[src/rtl/paced_arb_pkg.sv]
// Shared types and width helpers for the paced round-robin arbiter.
package paced_arb_pkg;

  typedef enum logic [1:0] {
    PACE,
    ARB,
    HOLD
  } arb_state_e;

  // Counter width able to hold 0..max_wait.
  function automatic int unsigned cnt_width(input int unsigned max_wait);
    return (max_wait > 0) ? $clog2(max_wait + 1) : 1;
  endfunction

  // Index width for n items, never narrower than one bit.
  function automatic int unsigned idx_width(input int unsigned n);
    return (n > 1) ? $clog2(n) : 1;
  endfunction

endpackage

[src/rtl/paced_rr_arbiter_rr_pick.sv]
// Combinational rotate-priority picker: first set request at or above rr_ptr, wrapping.
module rr_pick #(
  parameter int unsigned NUM_REQ = 4,
  parameter int unsigned IDX_W   = 2
) (
  input  logic [NUM_REQ-1:0] req,
  input  logic [IDX_W-1:0]   rr_ptr,
  output logic [IDX_W-1:0]   idx,
  output logic               any
);

  logic [NUM_REQ-1:0] req_rot;
  logic [IDX_W-1:0]   offset;
  logic [IDX_W:0]     idx_sum;

  // Rotate so rr_ptr sits at bit 0, find the lowest set bit, rotate the index back.
  always_comb begin
    req_rot = NUM_REQ'({req, req} >> rr_ptr);
    offset  = '0;
    any     = 1'b0;
    for (int i = NUM_REQ - 1; i >= 0; i--) begin
      if (req_rot[i]) begin
        offset = IDX_W'(i);
        any    = 1'b1;
      end
    end
    idx_sum = {1'b0, rr_ptr} + {1'b0, offset};
    if (idx_sum >= (IDX_W + 1)'(NUM_REQ)) begin
      idx_sum = idx_sum - (IDX_W + 1)'(NUM_REQ);
    end
    idx = idx_sum[IDX_W-1:0];
  end

endmodule

[src/rtl/paced_rr_arbiter.sv]
// Round-robin arbiter feeding one paced ready/valid channel. After each transfer the
// channel idles for cfg_wait cycles. Optional burst mode: PACED_ARB_BURST_EN.
module paced_rr_arbiter #(
  parameter int unsigned NUM_REQ    = 4,
  parameter int unsigned DATA_WIDTH = 8,
  parameter int unsigned MAX_WAIT   = 7,
  parameter int unsigned BURST_LEN  = 4
) (
  input  logic                            clock_port,
  input  logic                            reset_port,
  input  logic [NUM_REQ*DATA_WIDTH-1:0]   in_data,
  input  logic [NUM_REQ-1:0]              in_valid,
  output logic [NUM_REQ-1:0]              in_ready,
  output logic [DATA_WIDTH-1:0]           out_data,
  output logic                            out_valid,
  input  logic                            out_ready,
  output logic [$clog2(NUM_REQ)-1:0]      out_source,
  input  logic [$clog2(MAX_WAIT+1)-1:0]   cfg_wait
);

  import paced_arb_pkg::*;

  localparam int unsigned        CNT_W    = cnt_width(MAX_WAIT);
  localparam int unsigned        IDX_W    = idx_width(NUM_REQ);
  localparam logic [CNT_W-1:0]   CNT_MAX  = CNT_W'(MAX_WAIT);
  localparam logic [IDX_W-1:0]   IDX_LAST = IDX_W'(NUM_REQ - 1);

  if (NUM_REQ < 2 || NUM_REQ > 16 || BURST_LEN < 1) begin : g_param_check
    $error("paced_rr_arbiter: unsupported parameter value");
  end

  arb_state_e       state_q, state_d;
  logic [CNT_W-1:0] wait_cnt_q, wait_cnt_d;
  logic [IDX_W-1:0] rr_ptr_q, rr_ptr_d;
  logic [IDX_W-1:0] lock_idx_q, lock_idx_d;

  logic [IDX_W-1:0] pick_idx;
  logic             pick_any;
  logic [IDX_W-1:0] grant;
  logic             locked;
  logic             xfer;
  logic             wait_done;
  logic             wait_done_nxt;
  logic             burst_cont;    // transfer that keeps the current burst going
  logic             pace_restart;  // grant released: restart pacing and rotate

  rr_pick #(
    .NUM_REQ (NUM_REQ),
    .IDX_W   (IDX_W)
  ) u_rr_pick (
    .req    (in_valid),
    .rr_ptr (rr_ptr_q),
    .idx    (pick_idx),
    .any    (pick_any)
  );

`ifdef PACED_ARB_BURST_EN
  localparam int unsigned      BCNT_W     = idx_width(BURST_LEN);
  localparam logic [BCNT_W-1:0] BURST_LAST = BCNT_W'(BURST_LEN - 1);

  logic [BCNT_W-1:0] burst_cnt_q, burst_cnt_d;
  logic              burst_lock_q, burst_lock_d;
  logic              burst_drop;

  // Burst continues on a transfer below the length limit; ends on limit or dropped valid.
  always_comb begin
    burst_cont   = xfer && (burst_cnt_q < BURST_LAST);
    burst_drop   = burst_lock_q && (state_q != PACE) && !in_valid[lock_idx_q];
    pace_restart = (xfer && !burst_cont) || burst_drop;
    burst_cnt_d  = burst_cnt_q;
    burst_lock_d = burst_lock_q;
    if (pace_restart) begin
      burst_cnt_d  = '0;
      burst_lock_d = 1'b0;
    end else if (burst_cont) begin
      burst_cnt_d  = burst_cnt_q + BCNT_W'(1);
      burst_lock_d = 1'b1;
    end
  end

  // Burst bookkeeping registers.
  always_ff @(posedge clock_port or posedge reset_port) begin
    if (reset_port) begin
      burst_cnt_q  <= '0;
      burst_lock_q <= 1'b0;
    end else begin
      burst_cnt_q  <= burst_cnt_d;
      burst_lock_q <= burst_lock_d;
    end
  end

  assign locked = (state_q == HOLD) || burst_lock_q;
`else
  assign burst_cont   = 1'b0;
  assign pace_restart = xfer;
  assign locked       = (state_q == HOLD);
`endif

  // Grant selection, handshake outputs and payload mux (all combinational).
  always_comb begin
    grant = locked ? lock_idx_q : pick_idx;
    unique case (state_q)
      ARB:     out_valid = locked ? in_valid[lock_idx_q] : pick_any;
      HOLD:    out_valid = in_valid[lock_idx_q];
      default: out_valid = 1'b0;
    endcase
    in_ready = '0;
    out_data = '0;
    for (int i = 0; i < NUM_REQ; i++) begin
      if (grant == IDX_W'(i)) begin
        out_data    = in_data[i*DATA_WIDTH +: DATA_WIDTH];
        in_ready[i] = (state_q != PACE) && out_ready;
      end
    end
    out_source = (state_q == PACE) ? '0 : grant;
    xfer       = out_valid && out_ready;
  end

  // Gap counter; wait_done_nxt looks one cycle ahead so a gap of N gives period N+1.
  always_comb begin
    wait_done  = (wait_cnt_q >= cfg_wait);
    wait_cnt_d = wait_cnt_q;
    if (pace_restart) begin
      wait_cnt_d = '0;
    end else if (!wait_done && (wait_cnt_q != CNT_MAX)) begin
      wait_cnt_d = wait_cnt_q + CNT_W'(1);
    end
    wait_done_nxt = (wait_cnt_d >= cfg_wait);
  end

  // Next-state logic, grant lock and round-robin pointer update.
  always_comb begin
    state_d    = state_q;
    lock_idx_d = lock_idx_q;
    rr_ptr_d   = rr_ptr_q;
    if (pace_restart) begin
      rr_ptr_d = (grant == IDX_LAST) ? '0 : grant + IDX_W'(1);
    end
    unique case (state_q)
      PACE: begin
        if (wait_done_nxt) state_d = ARB;
      end
      ARB: begin
        if (pace_restart) begin
          state_d = wait_done_nxt ? ARB : PACE;
        end else if (burst_cont) begin
          lock_idx_d = grant;
        end else if (out_valid && !out_ready) begin
          state_d    = HOLD;
          lock_idx_d = grant;
        end
      end
      HOLD: begin
        if (pace_restart) begin
          state_d = wait_done_nxt ? ARB : PACE;
        end else if (burst_cont) begin
          state_d    = ARB;
          lock_idx_d = grant;
        end else if (!in_valid[lock_idx_q]) begin
          // Producer withdrew its request: no transfer, re-arbitrate.
          state_d = ARB;
        end
      end
      default: state_d = PACE;
    endcase
  end

  // State, counter and pointer registers.
  always_ff @(posedge clock_port or posedge reset_port) begin
    if (reset_port) begin
      state_q    <= PACE;
      wait_cnt_q <= '0;
      rr_ptr_q   <= '0;
      lock_idx_q <= '0;
    end else begin
      state_q    <= state_d;
      wait_cnt_q <= wait_cnt_d;
      rr_ptr_q   <= rr_ptr_d;
      lock_idx_q <= lock_idx_d;
    end
  end

endmodule
[config.mk]
export PLATFORM = sky130hd
export DESIGN_NAME = paced_rr_arbiter
export DESIGN_NICKNAME = d
export VERILOG_FILES = /design/src/rtl/paced_arb_pkg.sv /design/src/rtl/paced_rr_arbiter_rr_pick.sv /design/src/rtl/paced_rr_arbiter.sv
export SDC_FILE = /design/constraint.sdc
export NUM_CORES = 1
export LEC_CHECK = 0
export ABC_AREA = 0
export CAP_MARGIN = 5
export CORE_MARGIN = 2
export CORE_UTILIZATION = 41
export CTS_CLUSTER_DIAMETER = 150
export DETAILED_ROUTE_END_ITERATION = 6
export GPL_TIMING_DRIVEN = 0
export PLACE_DENSITY = 0.83
export SLEW_MARGIN = 10
export SYNTH_ARGS = -nofsm -noshare
export SYNTH_HDL_FRONTEND = slang
export SYNTH_SLANG_ARGS = --single-unit
[constraint.sdc]
create_clock -name clock_port -period 6.3 [get_ports clock_port]
set_input_delay 1.26 -clock clock_port [delete_from_list [all_inputs] [get_ports clock_port]]
set_output_delay 1.26 -clock clock_port [all_outputs]
set_load 0.1 [all_outputs]
==> flow_summary_export.csv <==
group,metric,value,unit
clock_network,post_cts_resized,31,
synthesis,synth_ff_type,"dfrtp_1",
global_route,grt_start_max_net_pins,11,
setup_path,rr_startpoint,"state_q[0]$_DFFE_PP0P_",
global_route,grt_use_met2,38.04,%
synthesis,yosys.area_share.simple,23.68,%
timing,tightestPinTransition,0.9744,ns
synthesis,synthTopCellsByArea,"dfrtp_1 19%, ha_1 18%, a21oi_1 7.4%",
place,postPlaceCellArea,0.001809,mm2
synthesis,synth-xor-area-share,1.448,%
outcome,status,"complete, no violations",
setup_path,cp_top_family,"buffers and inverters",
setup_path,cp_data_arrival_time,4.73,ns
timing,relSlewSlack,34.84,%
synthesis,syn_avg_cell_area,7.706,um2
clock_network,cts.clk_slew.worst_paths,0.06,ns
synthesis,synth_seq_cells,9,
detailed_routing,wl,3565,um
die,fp.dieW,58.33,um
setup_path,path_class,"primary input to output port",
layout,diodes,0,
place,dp_hpwl,2929,um
synthesis,syn_area,0.001210,mm2
synthesis,seq_area_frac_synth,18.61,%
die,core,0.002781,mm2
die,die_h,58.33,um
synthesis,syn-instance-count,157,
place,routabilityCongestion,0.8332,
detailed_routing,drt_pass1_iterations,4,
die,pin_count,57,
setup_path,critPathLaunch,"in_valid[2]",
setup_path,critPathLaunchType,"primary input",
global_route,grt_pass1_wl,5754,um
timing,setup_viol,0,
setup_path,worstSetupEndpointType,"output port",
global_route,first_global_vias,1308,
clock_network,ctsRootBufferMaster,"clkbuf_4",
clock_network,clk_latency,0.28,ns
place,io_buffers,56,
global_route,use_met1,26.91,%
layout,layout.nets,277,
detailed_routing,drc_errors,0,
setup_path,crit_required,5.04,ns
synthesis,yosysTopAreaCell,"dfrtp_1",
synthesis,synth_fa_ha_area_share,17.58,%
timing,final.setup.worst_slack,0.3068,ns
timing,fin_crit_sh,95.13,%
timing,fin_skew,0.006489,ns
synthesis,ys_warn_count,0,
setup_path,slowest_stage,"clkdlybuf4s50_1",
synthesis,synth_nets,216,
place,pre_cts_slack,-0.5350,ns
die,num_rows,19,
synthesis,synthMuxAreaShare,8.480,%
hold_path,worstHoldStart,"lock_idx_q[1]$_DFFE_PP0P_",
synthesis,synth_top_family_by_area,"compound AO/OA/AOI/OAI gates",
clock_network,cts_tree,"built",
setup_path,cp_slowest_stage_delay,1.12,ns
timing,hold_viol,0,
layout,syn_to_final_growth,49.33,%
clock_network,cts.htree.levels,1,
die,start_util,43.50,%
synthesis,synth_cell_types,39,
run,drv_cap,0,
detailed_routing,via_count,1339,
clock_network,cts_hold_buffers,0,
layout,final_area,0.001807,mm2
synthesis,synth_compound_area_share,24.92,%
global_route,antenna_found_initial,0,
setup_path,cp_num_buf_inv,2,
die,die_area,0.003402,mm2
synthesis,synth-edff-count,0,
global_route,track_usage,21.67,%
layout,drive_gt1_share,11.52,%
detailed_routing,viasPerCell,5.399,
global_route,busiest_layer,"met2",
detailed_routing,drt_iter0_drc,44,
hold_path,min_path_type,"register to register",
setup_path,path_max_fanout,8,
timing,min_period,5.993,ns
global_route,overflow,0,
synthesis,synth_top_area_share,18.61,%
layout,fin_util,64.96,%
timing,maxSlewViolCount,0,
setup_path,path_cells,"clkdlybuf4s50_1 -> and2b_1 -> a21oi_1 -> nor2_1 -> a211oi_1 -> a21oi_1 -> ha_1 -> mux2i_2 -> ha_1 -> and2_1 -> clkdlybuf4s50_1",
detailed_routing,wire_per_inst,14.38,um
synthesis,synthArstFlopShare,100.0,%
detailed_routing,antenna_left,0,
clock_network,numCtsBuffers,3,
clock_network,clock_path_buffers,2,
global_route,grtUsageMet3,3.736,%
clock_network,clock-sinks,9,
clock_network,cts_setup_buffers,0,
timing,max_freq,166.9,MHz
-- registers in the layout, indices dropped and copies added, names as in the netlist --
| signal | flops |
|---|---|
| lock_idx_q | 2 |
| rr_ptr_q | 2 |
| state_q | 2 |
| wait_cnt_q | 3 |
-- logic make-up (layout without fill, tap and decap cells) --
family          after synthesis  count (layout)
flops                         9               9
compound gates               47              47
xor+xnor                      2               2
simple gates                 55              55
fa+ha+maj                    17              17
buf+inv                      17              77
mux                          10              10
-- layout make-up --
class	instances	area, um2
flip-flops and latches	9	225.2
repair buffers	56	525.5
clock buffers	4	26.28
well taps	31	38.79
plain buffers	8	32.53
multi-input cells	131	924.6
fillers	243	974.7
inverters	9	33.78
-- cell usage after synthesis, drive strengths merged, types with 2 or more instances --
cell type / number
a21oi: 19
ha: 17
nor2: 17
nand2: 15
o21ai: 10
dfrtp: 9
inv: 9
clkbuf: 8
mux2i: 8
a22oi: 7
and2: 5
nor2b: 5
nand2b: 3
mux2: 2
nor3: 2
xnor2: 2
-- metrics by stage --
| stage | setup TNS (ns) | hold WS (ns) | cells |
|---|---|---|---|
| detailed placement | -4.942 | 0.5195 | 244 |
| global route | -0.002350 | 0.5672 | 248 |
| global placement | -3.232 | 0.5112 | 244 |
| CTS | 0 | 0.5318 | 248 |
| finish | 0 | 0.5290 | 248 |
| floorplan | 0 | 0.4946 | 157 |
-- layer usage --
metal  vias up  share of wire (%)
li1        672                  -
met1       621                 42
met2        39                 52
met3         7                4.8
met4         0                1.8
met5         -                  0
-- cells in the final DEF (no fill, tap or decap), drive strengths merged, types with 2 or more instances in the layout --
| master | synthesis | layout |
|---|---|---|
| xnor2 | 2 | 2 |
| a22oi | 7 | 7 |
| a21oi | 19 | 19 |
| mux2 | 2 | 2 |
| nor2 | 17 | 17 |
| nor3 | 2 | 2 |
| dfrtp | 9 | 9 |
| o21ai | 10 | 10 |
| inv | 9 | 9 |
| nand2 | 15 | 15 |
| ha | 17 | 17 |
| nand2b | 3 | 3 |
| clkdlybuf4s50 | 0 | 45 |
| nor2b | 5 | 5 |
| and2 | 5 | 5 |
| buf | 0 | 2 |
| mux2i | 8 | 8 |
| clkbuf | 8 | 21 |
-- worst register-to-register path, stage by stage (launching register included) --
cell,delay (ns)
dfrtp_1,0.41
inv_1,0.12
ha_1,0.16
clkbuf_1,0.34
nand2b_1,0.18
o22a_2,0.28
a21oi_4,0.26
nor2_1,0.11
ha_1,0.30
a21oi_1,0.18
a32oi_1,0.12
o21ai_1,0.18
mux2i_1,0.22
-- worst paths after layout --
kind                       depth (start not counted)  slack, ns                         to
min reg2reg                                        1       0.53  lock_idx_q[1]$_DFFE_PP0P_
min                                                1       0.53  lock_idx_q[1]$_DFFE_PP0P_
max in group asynchronous                          2       4.78  lock_idx_q[1]$_DFFE_PP0P_
max reg2reg                                       12       3.37     state_q[1]$_DFFE_PP0P_
max                                               11       0.31                in_ready[0]
min in group asynchronous                          2       1.26    wait_cnt_q[2]$_DFF_PP0_
Power is left out: the tool's default activity adds up to more than one toggle a clock period on the data nets, which glitch-free logic cannot reach.
==> RTL edit: new RTL, config.mk and constraints unchanged <==
Add a define of `PACED_ARB_BURST_EN`.
--- a/src/rtl/paced_rr_arbiter.sv
+++ b/src/rtl/paced_rr_arbiter.sv
@@ -1,5 +1,7 @@
 // Round-robin arbiter feeding one paced ready/valid channel. After each transfer the
 // channel idles for cfg_wait cycles. Optional burst mode: PACED_ARB_BURST_EN.
+`define PACED_ARB_BURST_EN
+
 module paced_rr_arbiter #(
   parameter int unsigned NUM_REQ    = 4,
   parameter int unsigned DATA_WIDTH = 8,
Behaviour: not the same (a bounded check fails within 4 cycles, from zero or initial values and one cycle with reset_port high).
==> RTL edit against the unedited design <==
Die area up 18%; sequential cell count grew 3; cell area grew 14%; maximum frequency rose by 0.55%; setup slack better by 0.033 ns; area after synthesis grew 19%; wire length is 5.9% higher.
Power is not shown: default switching activity piles up to over one toggle a cycle in this logic, so the estimate is an artifact.
==> RTL edit: results (changes against the unedited design) <==
Parameter                              Value

Run status
  Outcome    finished, final reports clean (unchanged)

Finish
  Number of filler instances in the final layout    325 (was 243)
  Number of antenna cells inserted    0 (unchanged)
  Largest Register    wait_cnt_q (unchanged)
  Fraction of final layout cells with drive strength greater than 1    11.38% (was 11.52%)
  Max reg flops    3 (unchanged)
  Final #Nets    307 (was 277)

Synthesis
  Most common library cells after synthesis    21 x sky130_fd_sc_hd__nand2_1, 19 x sky130_fd_sc_hd__nor2_1, 18 x sky130_fd_sc_hd__ha_1 (was 18 x sky130_fd_sc_hd__a21oi_1, 17 x sky130_fd_sc_hd__ha_1, 17 x sky130_fd_sc_hd__nor2_1)
  Async SR Flop Fraction    100.0% (unchanged)
  Cell types with the largest area share after synthesis    sky130_fd_sc_hd__dfrtp_1 21%, sky130_fd_sc_hd__ha_1 16%, sky130_fd_sc_hd__o21ai_0 5.9%, sky130_fd_sc_hd__nand2_1 5.5%, sky130_fd_sc_hd__nor2_1 4.9% (was sky130_fd_sc_hd__dfrtp_1 19%, sky130_fd_sc_hd__ha_1 18%, sky130_fd_sc_hd__a21oi_1 7.4%, sky130_fd_sc_hd__mux2i_1 6.6%, sky130_fd_sc_hd__nor2_1 5.3%)
  Multiplexer fraction of the synthesized cell area    5.122% (was 8.480%)
  Xor and xnor area share after synthesis    1.215% (was 1.448%)
  Sequential area share after synthesis    20.83% (was 18.61%)
  Synth Warn #    0 (unchanged)
  Nets in the synthesized netlist    247 (was 216)
  Number of distinct library cell variants in the gate-level netlist after synthesis    37 (was 39)
  Compound-Gate Fraction of Synth Area    26.04% (was 24.92%)
  Adder-Cell Fraction of Synth Area    15.63% (was 17.58%)

Clock tree
  Post-CTS repair timing setup buffer count    0 (unchanged)
  Cts bufs inserted    3 (unchanged)
  Clock Tree Root    sky130_fd_sc_hd__clkbuf_4 (unchanged)
  Clock latency on the worst-skew pair    0.28 ns (about the same)
  Clock-pin slew on the worst setup and hold paths    0.08 ns (was 0.06 ns)
  Maximum count of clock buffers along a single path    2 (unchanged)
  Number of H-tree branching levels    1 (unchanged)

Global route
  Wire length of the first global-routing pass    6706 µm (was 5754 µm)
  Pin count of the biggest net entering global routing    13 (was 11)
  Global route overflow    0 (unchanged)
  GR Util All Layers    20.38% (was 21.67%)
  Antenna violations before repair    0 (unchanged)
  Number of global-route vias before repair    1,459 (was 1,308)

Timing
  Clock Skew    0.002342 ns (was 0.006489 ns)
  Transition time at the pin with the least slew margin    0.9844 ns (was 0.9744 ns)

Setup path
  Slack of the worst reg-to-reg path    3.07 ns (was 3.37 ns)
  Critical Path Fanout Max    6 (was 8)
  Worst path arrival time    4.70 ns (was 4.73 ns)

Placement
  Final RePlAce weighted congestion    0.9008 (was 0.8332)
  Dpl hpwl    3056 µm (was 2929 µm)
  Count of buffers inserted at the top-level ports    55 (was 56)

Route
  First-iteration detailed-routing DRC count    68 (was 44)
  First-pass DRT Iterations    4 (unchanged)
  Detail-routed net length per standard cell    12.93 µm (was 14.38 µm)
  Average vias per placed instance    5.130 (was 5.399)

Worst hold path
  Tightest Hold Check Type    flip-flop to flip-flop (unchanged)
RTL edit: changes by cell type in the layout (fill, tap and decap cells not counted), sizes merged, moves of 4 or more:
cell | unedited run | this run
nand3 | 1 | 9
o21ai | 10 | 18
a21oi | 19 | 12
nand2 | 15 | 21
a21o | 1 | 6
clkbuf | 21 | 17
inv | 9 | 13
mux2i | 8 | 4
RTL edit: area by class of cell:
class | count | area share, %
repair buffers | 55 | 25.14
plain buffers | 8 | 2.009
flip-flops and latches | 12 | 14.61
well taps | 46 | 2.800
multi-input cells | 154 | 51.31
clock buffers | 4 | 1.765
inverters | 13 | 2.374
RTL edit: worst max-delay path, cell delays in order:
cell and delay [ns]:
sky130_fd_sc_hd__clkdlybuf4s50_1 0.62, sky130_fd_sc_hd__inv_1 0.11, sky130_fd_sc_hd__nand3_1 0.09, sky130_fd_sc_hd__o31ai_1 0.07
sky130_fd_sc_hd__o21ai_0 0.16, sky130_fd_sc_hd__o221ai_1 0.14, sky130_fd_sc_hd__ha_1 0.21, sky130_fd_sc_hd__xnor2_1 0.19
sky130_fd_sc_hd__a211o_1 0.12, sky130_fd_sc_hd__and3_1 0.25, sky130_fd_sc_hd__ha_1 0.21, sky130_fd_sc_hd__and2_1 0.13
sky130_fd_sc_hd__clkdlybuf4s50_1 1.14
RTL edit: path summary, 6_finish.rpt:
path | endpoint | from | depth (start not counted)
min in group asynchronous | burst_lock_q | reset_port | 2
max | in_ready[0] | in_valid[1] | 13
min reg2reg | burst_cnt_q[0] | burst_cnt_q[0] | 1
max reg2reg | state_q[0] | wait_cnt_q[0] | 14
max in group asynchronous | wait_cnt_q[0] | reset_port | 2
min | burst_cnt_q[0] | burst_cnt_q[0] | 1
RTL edit: what timing repair did:
action / 4_1_cts / 5_1_grt
resized for setup: 31 / 33
endpoints found under the setup margin: 11 / 11
pin swaps: 0 / 0
hold buffers: 0 / 0
RTL edit: metrics by stage:
| stage | std cells | TNS, ns | hold WS [ns] | worst slack, ns | area [µm²] |
|---|---|---|---|---|---|
| finish | 292 | 0 | 0.5045 | 0.3397 | 2056 |
| global route | 292 | 0 | 0.5170 | 0.002140 | 2056 |
| CTS | 292 | 0 | 0.5010 | 0.07637 | 2097 |
| detailed placement | 288 | -4.629 | 0.4851 | -0.4836 | 2049 |
| global placement | 288 | -4.399 | 0.4797 | -0.4650 | 2049 |
| floorplan | 187 | 0 | 0.4604 | 0.3158 | 1441 |
RTL edit: routing by layer:
metal | track usage [%] | share of wire, %
met1 | 28.79 | 47
met3 | 3.393 | 3.7
met4 | 2.174 | 0.34
met5 | 0 | 0
met2 | 33.78 | 49
